## config.mk

```make
export PLATFORM = sky130hd
export DESIGN_NAME = sram_like_arbiter
export DESIGN_NICKNAME = d
export VERILOG_FILES = /design/src/rtl/sram_like_arbiter_pkg.sv /design/src/rtl/sram_like_arbiter_streak.sv /design/src/rtl/sram_like_arbiter.sv
export SDC_FILE = /design/constraint.sdc
export NUM_CORES = 1
export LEC_CHECK = 0
export CAP_MARGIN = 10
export CORE_MARGIN = 4
export CORE_UTILIZATION = 38
export DETAILED_ROUTE_END_ITERATION = 10
export PLACE_DENSITY = 0.9
export SYNTH_ARGS = -nofsm -noshare
export SYNTH_HDL_FRONTEND = slang
export SYNTH_SLANG_ARGS = --single-unit
export TNS_END_PERCENT = 5
```

## constraint.sdc

```tcl
create_clock -name clk -period 3 [get_ports clk]
set_input_delay 0.45 -clock clk [delete_from_list [all_inputs] [get_ports clk]]
set_output_delay 0.45 -clock clk [all_outputs]
set_load 0.01 [all_outputs]
```

## src/rtl/sram_like_arbiter_pkg.sv

```systemverilog
// Shared encodings for the instruction/data sram-like port arbiter.
// State, owner and transfer-size constants plus the streak saturation helper.
package sram_like_arbiter_pkg;

    typedef enum logic [1:0] {
        IDLE = 2'd0,
        ADDR = 2'd1,
        WAIT = 2'd2
    } arb_state_t;

    typedef enum logic {
        OWN_INST = 1'b0,
        OWN_DATA = 1'b1
    } arb_owner_t;

    localparam logic [1:0] SZ_BYTE = 2'd0;
    localparam logic [1:0] SZ_HALF = 2'd1;
    localparam logic [1:0] SZ_WORD = 2'd2;

    localparam int STREAK_W = 4;
    localparam logic [STREAK_W-1:0] STREAK_ONE = 1;

    // Increment that sticks at the ceiling instead of wrapping.
    function automatic logic [STREAK_W-1:0] streak_step(
        input logic [STREAK_W-1:0] cur,
        input logic [STREAK_W-1:0] ceiling
    );
        if (cur >= ceiling) begin
            return ceiling;
        end
        return cur + STREAK_ONE;
    endfunction

endpackage

```

## src/rtl/sram_like_arbiter_streak.sv

```systemverilog
// Priority decision between fetch and data requesters, with a saturating
// count of consecutive data grants that lets a waiting fetch break through.
module arb_streak_ctr
    import sram_like_arbiter_pkg::*;
#(
    parameter int MAX_STREAK = 4
)
(
    input  logic       clk,
    input  logic       resetn,
    input  logic       grant_en,
    input  logic       inst_req,
    input  logic       data_req,
    output logic       grant_valid,
    output arb_owner_t grant_owner
);

    localparam logic [STREAK_W-1:0] MAX_V = STREAK_W'(MAX_STREAK);

    logic [STREAK_W-1:0] streak_reg;
    logic [STREAK_W-1:0] streak_next;
    logic                data_wins;

    // Data keeps priority until it has won MAX_STREAK times in a row over a waiting fetch.
    assign data_wins = data_req && (!inst_req || (streak_reg < MAX_V));

    always_comb begin
        grant_valid = grant_en && (data_wins || inst_req);
        grant_owner = data_wins ? OWN_DATA : OWN_INST;
        streak_next = streak_reg;
        if (grant_valid) begin
            if (data_wins && inst_req) begin
                streak_next = streak_step(streak_reg, MAX_V);
            end else begin
                streak_next = '0;
            end
        end
    end

    always_ff @(posedge clk or negedge resetn) begin
        if (!resetn) begin
            streak_reg <= '0;
        end else begin
            streak_reg <= streak_next;
        end
    end

endmodule

```

## src/rtl/sram_like_arbiter.sv

```systemverilog
// Shares one sram-like memory port between the fetch and data ports of the core,
// one outstanding transaction at a time, with registered request fields.
module sram_like_arbiter
    import sram_like_arbiter_pkg::*;
#(
    parameter int ADDR_W     = 32,
    parameter int DATA_W     = 32,
    parameter int MAX_STREAK = 4
)
(
    input  logic                clk,
    input  logic                resetn,

    input  logic                inst_req,
    input  logic [ADDR_W-1:0]   inst_addr,
    output logic                inst_addr_ok,
    output logic                inst_data_ok,
    output logic [DATA_W-1:0]   inst_rdata,

    input  logic                data_req,
    input  logic                data_wr,
    input  logic [1:0]          data_size,
    input  logic [DATA_W/8-1:0] data_wstrb,
    input  logic [ADDR_W-1:0]   data_addr,
    input  logic [DATA_W-1:0]   data_wdata,
    output logic                data_addr_ok,
    output logic                data_data_ok,
    output logic [DATA_W-1:0]   data_rdata,

    output logic                mem_req,
    output logic                mem_wr,
    output logic [1:0]          mem_size,
    output logic [DATA_W/8-1:0] mem_wstrb,
    output logic [ADDR_W-1:0]   mem_addr,
    output logic [DATA_W-1:0]   mem_wdata,
    input  logic                mem_addr_ok,
    input  logic                mem_data_ok,
    input  logic [DATA_W-1:0]   mem_rdata
);

    localparam int STRB_W = DATA_W / 8;

    arb_state_t state_reg;
    arb_state_t state_next;
    arb_owner_t owner_reg;
    arb_owner_t owner_next;

    logic              mem_req_reg;
    logic              mem_wr_reg;
    logic [1:0]        mem_size_reg;
    logic [STRB_W-1:0] mem_wstrb_reg;
    logic [ADDR_W-1:0] mem_addr_reg;
    logic [DATA_W-1:0] mem_wdata_reg;

    logic              grant_valid;
    arb_owner_t        grant_owner;
    logic              grant_wr;
    logic [1:0]        grant_size;
    logic [STRB_W-1:0] grant_wstrb;
    logic [ADDR_W-1:0] grant_addr;
    logic [DATA_W-1:0] grant_wdata;

    logic              addr_ok_fire;
    logic              data_ok_fire;
    logic              port_addr_ok [2];
    logic              port_data_ok [2];
    logic [DATA_W-1:0] port_rdata   [2];

    arb_streak_ctr #(
        .MAX_STREAK (MAX_STREAK)
    ) u_streak (
        .clk         (clk),
        .resetn      (resetn),
        .grant_en    (state_reg == IDLE),
        .inst_req    (inst_req),
        .data_req    (data_req),
        .grant_valid (grant_valid),
        .grant_owner (grant_owner)
    );

    // Fetches are always full-word reads regardless of what the data port presents.
    always_comb begin
        grant_addr  = inst_addr;
        grant_wr    = 1'b0;
        grant_size  = SZ_WORD;
        grant_wstrb = '0;
        grant_wdata = '0;
        if (grant_owner == OWN_DATA) begin
            grant_addr  = data_addr;
            grant_wr    = data_wr;
            grant_size  = data_size;
            grant_wstrb = data_wstrb;
            grant_wdata = data_wdata;
        end
    end

    always_comb begin
        state_next = state_reg;
        owner_next = owner_reg;
        case (state_reg)
            IDLE: begin
                if (grant_valid) begin
                    state_next = ADDR;
                    owner_next = grant_owner;
                end
            end
            ADDR: begin
                if (mem_addr_ok) begin
                    state_next = WAIT;
                end
            end
            WAIT: begin
                if (mem_data_ok) begin
                    state_next = IDLE;
                end
            end
            default: begin
                state_next = IDLE;
            end
        endcase
    end

    always_ff @(posedge clk or negedge resetn) begin
        if (!resetn) begin
            state_reg     <= IDLE;
            owner_reg     <= OWN_INST;
            mem_req_reg   <= 1'b0;
            mem_wr_reg    <= 1'b0;
            mem_size_reg  <= 2'd0;
            mem_wstrb_reg <= '0;
            mem_addr_reg  <= '0;
            mem_wdata_reg <= '0;
        end else begin
            state_reg   <= state_next;
            owner_reg   <= owner_next;
            mem_req_reg <= (state_next == ADDR);
            if ((state_reg == IDLE) && grant_valid) begin
                mem_wr_reg    <= grant_wr;
                mem_size_reg  <= grant_size;
                mem_wstrb_reg <= grant_wstrb;
                mem_addr_reg  <= grant_addr;
                mem_wdata_reg <= grant_wdata;
            end
        end
    end

    // Handshakes only count in the state that expects them; anything else is dropped.
    assign addr_ok_fire = (state_reg == ADDR) && mem_addr_ok;
    assign data_ok_fire = (state_reg == WAIT) && mem_data_ok;

    generate
        for (genvar gi = 0; gi < 2; gi++) begin : g_port
            localparam arb_owner_t PORT_ID = (gi == 0) ? OWN_INST : OWN_DATA;
            logic is_owner;
            assign is_owner          = (owner_reg == PORT_ID);
            assign port_addr_ok[gi]  = addr_ok_fire && is_owner;
            assign port_data_ok[gi]  = data_ok_fire && is_owner;
            assign port_rdata[gi]    = ((state_reg == WAIT) && is_owner) ? mem_rdata : '0;
        end
    endgenerate

    assign inst_addr_ok = port_addr_ok[OWN_INST];
    assign inst_data_ok = port_data_ok[OWN_INST];
    assign inst_rdata   = port_rdata[OWN_INST];
    assign data_addr_ok = port_addr_ok[OWN_DATA];
    assign data_data_ok = port_data_ok[OWN_DATA];
    assign data_rdata   = port_rdata[OWN_DATA];

    assign mem_req   = mem_req_reg;
    assign mem_wr    = mem_wr_reg;
    assign mem_size  = mem_size_reg;
    assign mem_wstrb = mem_wstrb_reg;
    assign mem_addr  = mem_addr_reg;
    assign mem_wdata = mem_wdata_reg;

endmodule

```

Word-level counts from Yosys, hierarchy flattened:

Index checks and enable logic that the tools add are counted.

* register bits: 79
* input bits: 141
* output and inout bits: 140
* word-level logic and storage cells: 51

* add/subtract/negate cells: 1
* order comparisons: 2
* eq/ne operators: 3
* muxes and demuxes: 18
* bitwise operators: 1
* reductions and logical operators: 17

Operator list (count)
* two-way mux 32 bit: 4
* two-way mux 4 bit: 4
* logical AND 1 bit: 12
* two-way mux 2 bit: 4
* one-hot mux 2 bit (3 select lines): 1
* two-way mux 1 bit: 5
* adder 4 x 1 -> 4 bit, second input constant: 1
* == test 2 x 1 -> 1 bit, second input constant: 2
* >= comparator 4 x 3 -> 1 bit, second input constant: 1
* < comparator 4 x 3 -> 1 bit, second input constant: 1
* == test 2 bit, second input constant: 1
* logical NOT 2 bit: 1
* logical OR 1 bit: 2
* AND reduction 2 bit: 1
* logical NOT 1 bit: 1
* NOT 1 bit: 1

Longest topological paths before layout:

* word-level depth: 8
* mapped depth: 7

By module:

From an unflattened synthesis, not the netlist that was laid out.

* cell total of the unflattened synthesis: 374
* area total of the unflattened synthesis: 4331.7 um^2

By module, submodules not included
* sram_like_arbiter: times used 1, cells an instance 358, area an instance 4137.7 um^2, seq. area each 1876.8 um^2
* arb_streak_ctr: times used 1, cells an instance 16, area an instance 193.9 um^2, seq. area each 100.1 um^2

Least setup slack after synthesis:

No wires, ideal clock.

* path kind: register to output
* from: register state_reg[0]
* to: output port data_rdata[10]
* data arrival time: 1.141 ns
* data required time: 2.550 ns
* setup slack: 1.409 ns
* stages on the path, launching flop included: 5
* path buffers: 1
* cells stage by stage: dfrtp_1 > nand2b_1 > nor2_1 > clkbuf_1 > and2_1

* cells in the longest elaborated chain, start to end: 3

Ends and longest elaborated chain
* start, declared: line sram_like_arbiter.sv:43 `arb_state_t state_reg;`
* start signal, assigned: line sram_like_arbiter.sv:134 `state_reg <= state_next;`
* == test 2 bit: line sram_like_arbiter.sv:158 `assign port_rdata[gi] = ((state_reg == WAIT) && is_owner) ? mem_rdata : '0;`
* logical AND 1 bit: line sram_like_arbiter.sv:158
* two-way mux 32 bit: line sram_like_arbiter.sv:158
* end, declared: line sram_like_arbiter.sv:28 `output logic [DATA_W-1:0] data_rdata,`

No other way between the ends.

Worst setup path in the final report:

* from: register state_reg[0]
* to: output port inst_rdata[23]

* cells in the longest elaborated chain, start to end: 3

Ends and longest elaborated chain
* == test 2 bit: line sram_like_arbiter.sv:158
* logical AND 1 bit: line sram_like_arbiter.sv:158
* two-way mux 32 bit: line sram_like_arbiter.sv:158
* end, declared: line sram_like_arbiter.sv:18 `output logic [DATA_W-1:0] inst_rdata,`

No other way between the ends.

==> results.py <==
metrics = {
    "worst_setup_path": {
        "crit_fanout": 30,
        "worstPathArrival_ns": 2.17,
        "slowest_delay_ns": 0.55,
        "worstSetupEndpointType": "output pin",
        "cp_cell_sequence": "nand2b_1 > nor2_1 > buf_4 > and2_1 > clkdlybuf4s50_1",
        "critPathSlowestCell": "clkdlybuf4s50_1",
        "cp-start-kind": "flop",
        "critPathRequiredTime_ns": 2.55,
        "path_class": "reg -> out",
    },
    "yosys": {
        "ys_seq_elements": 79,
        "yosysWarnings": 0,
        "syn-cell-area_mm2": 0.004069,
        "syn_nets": 522,
        "async_flop_share_pct": 100.0,
        "synth-edff-count": 0,
        "synthFlopType": "dfrtp_1",
        "synthCells": 380,
        "yosysTopAreaCell": "dfrtp_1",
        "synth_top_area_share_pct": 48.59,
        "seq_area_frac_synth_pct": 48.59,
        "netlist_top_cells_area": "dfrtp_1 (49%), o221ai_2 (11%), and2_1 (10%)",
        "synth_area_per_cell_um2": 10.71,
        "ys_types": 26,
    },
    "placement": {
        "hpwl_mm": 11.32,
        "place.gp.congestion": 0.8990,
        "io_buffer_count": 280,
    },
    "grt": {
        "antenna_found_initial": 0,
        "grt_overflow_total": 0,
        "grt_pass1_wl_mm": 23.76,
        "grt_max_degree": 80,
        "grt_usage_pct": 23.44,
        "grt_pass1_vias": 4442,
    },
    "sta": {
        "rsz0062_at_grt": "false",
        "period_share_pct": 87.27,
        "fin_crit_ns": 2.618,
        "slew_headroom_pct": 33.07,
        "slew_violations": 0,
        "worstMarginPinSlew_ns": 1.004,
        "timing.fmax_ghz": 0.3820,
        "hold_slack_ns": 0.2560,
        "hold_violations": 0,
        "fin_worst_skew_ns": 0.01076,
        "setup_viol": 0,
        "final.setup.tns_ns": 0,
    },
    "clocking": {
        "cts_setup_buffers": 0,
        "insertion_delay_ns": 0.34,
        "cts_buffers": 9,
        "holdBufCountCts": 0,
        "cts_resized": 0,
        "ctsHtreeMaxLevel": 3,
        "cts_tree": "yes",
        "clk_root_buffer_cell": "clkbuf_8",
        "clkSinkCount": 79,
        "cts_buffer_depth": 2,
        "path_clk_slew_ns": 0.09,
    },
    "job": {
        "maxCapViolCount": 0,
    },
    "die": {
        "num_rows": 37,
        "coreArea_mm2": 0.01037,
        "dieArea_mm2": 0.01243,
        "die_w_um": 111.5,
        "ios": 281,
        "initial_core_util_pct": 39.24,
        "fp.dieH_um": 111.5,
    },
    "final_layout": {
        "num-nets-final": 783,
        "synthToLayoutAreaGrowth_pct": 75.09,
        "drive_gt1_share_pct": 9.598,
        "diodes": 0,
    },
    "power": {
        "leakagePower_nw": 2.928,
        "p_per_area_mw_per_mm2": 826.9,
        "vdd_ir_drop_max_v": 0.0003554,
    },
    "drt": {
        "drt_iter0_markers": 248,
        "routed-via-count": 4087,
        "ant_nets": 0,
        "first_pass_iters": 4,
        "vias_per_cell": 5.226,
        "wire_per_inst_um": 19.11,
        "totalWireLength_mm": 14.95,
        "drcViolationCount": 0,
    },
    "run_status": {
        "status": "completed",
    },
    "hold_path": {
        "hold_class": "in -> async",
    },
}
[metal layers]
metal	vias to the layer above	part of all wire [%]	GRT usage, %
met5	-	0	0
met4	0	2.6	7.624
met3	27	7.4	6.250
met2	210	52	42.34
met1	1957	37	26.92
li1	1893	-	-
[cells by family after synthesis]
family                   synth area share [%]
AND/OR/NAND/NOR                         21.25
buffers and inverters                   8.641
multiplexers                           0.2767
flip-flops                              48.59
AO/OA/AOI/OAI                           20.94
adder cells (fa/ha/maj)                0.3075
[report_power, final]
group / internal (mW) / switching (mW)
Sequential: 1.54 / 0.287
Clock: 0.417 / 0.403
Combinational: 1.78 / 1.46
[final timing paths]
| check | to | slack [ns] | startpoint | depth (start not counted) |
|---|---|---|---|---|
| setup reg to reg | mem_addr[0] | 0.96 | u_streak.streak_reg[3] | 4 |
| setup / recovery | inst_rdata[23] | 0.38 | state_reg[0] | 5 |
| max in group asynchronous | mem_addr[0] | 2.08 | resetn | 1 |
| min in group clk | mem_wdata[11] | 0.51 | mem_wdata[11] | 1 |
| hold reg to reg | mem_wdata[11] | 0.51 | mem_wdata[11] | 1 |
| hold / removal | mem_wdata[21] | 0.26 | resetn | 1 |
[synthesized netlist by cell type (all sizes together), types with 2 or more instances]
| master | n |
|---|---|
| and2 | 69 |
| o21ai | 4 |
| o221ai | 32 |
| nor2 | 6 |
| inv | 34 |
| clkbuf | 23 |
| nand3 | 32 |
| buf | 18 |
| a22o | 40 |
| nand4 | 32 |
| dfrtp | 79 |
| nand2b | 2 |
[area by class of cell]
type	count	area, um2
clock buffers	11	141.4
repair buffers	291	2895
multi-input cells	226	1749
fillers	797	3246
inverters	34	127.6
flip-flops and latches	79	1977
clock inverters	5	63.81
well taps	136	170.2
[through the flow]
stage	utilization, %	area (um2)	cells	setup WS, ns	total power [mW]
global route	68.70	7124	782	0.1911	6.257
global placement	66.72	6919	766	0.6581	4.997
floorplan	-	4069	380	1.409	3.501
CTS	68.70	7124	782	0.3617	5.948
detailed placement	66.72	6919	766	0.5938	5.106
finish	68.70	7124	782	0.3819	5.891
[critical path: cells and delay by family, from the launching register on]
kind	cells	cell delay, ns
buffers and inverters	2	0.84
and+or+nand+nor	3	0.55
DFF	1	0.44
[cells in the final DEF (no fill, tap or decap), drive strengths merged, types with 2 or more instances in the layout]
master / count
a22o: 40
and2: 69
buf: 12
clkbuf: 11
clkdlybuf4s50: 279
dfrtp: 79
inv: 37
nand2b: 2
nand3: 32
nand4: 32
nor2: 6
o21ai: 4
o221ai: 32
Note: power is estimated with default switching activity, not from simulation.
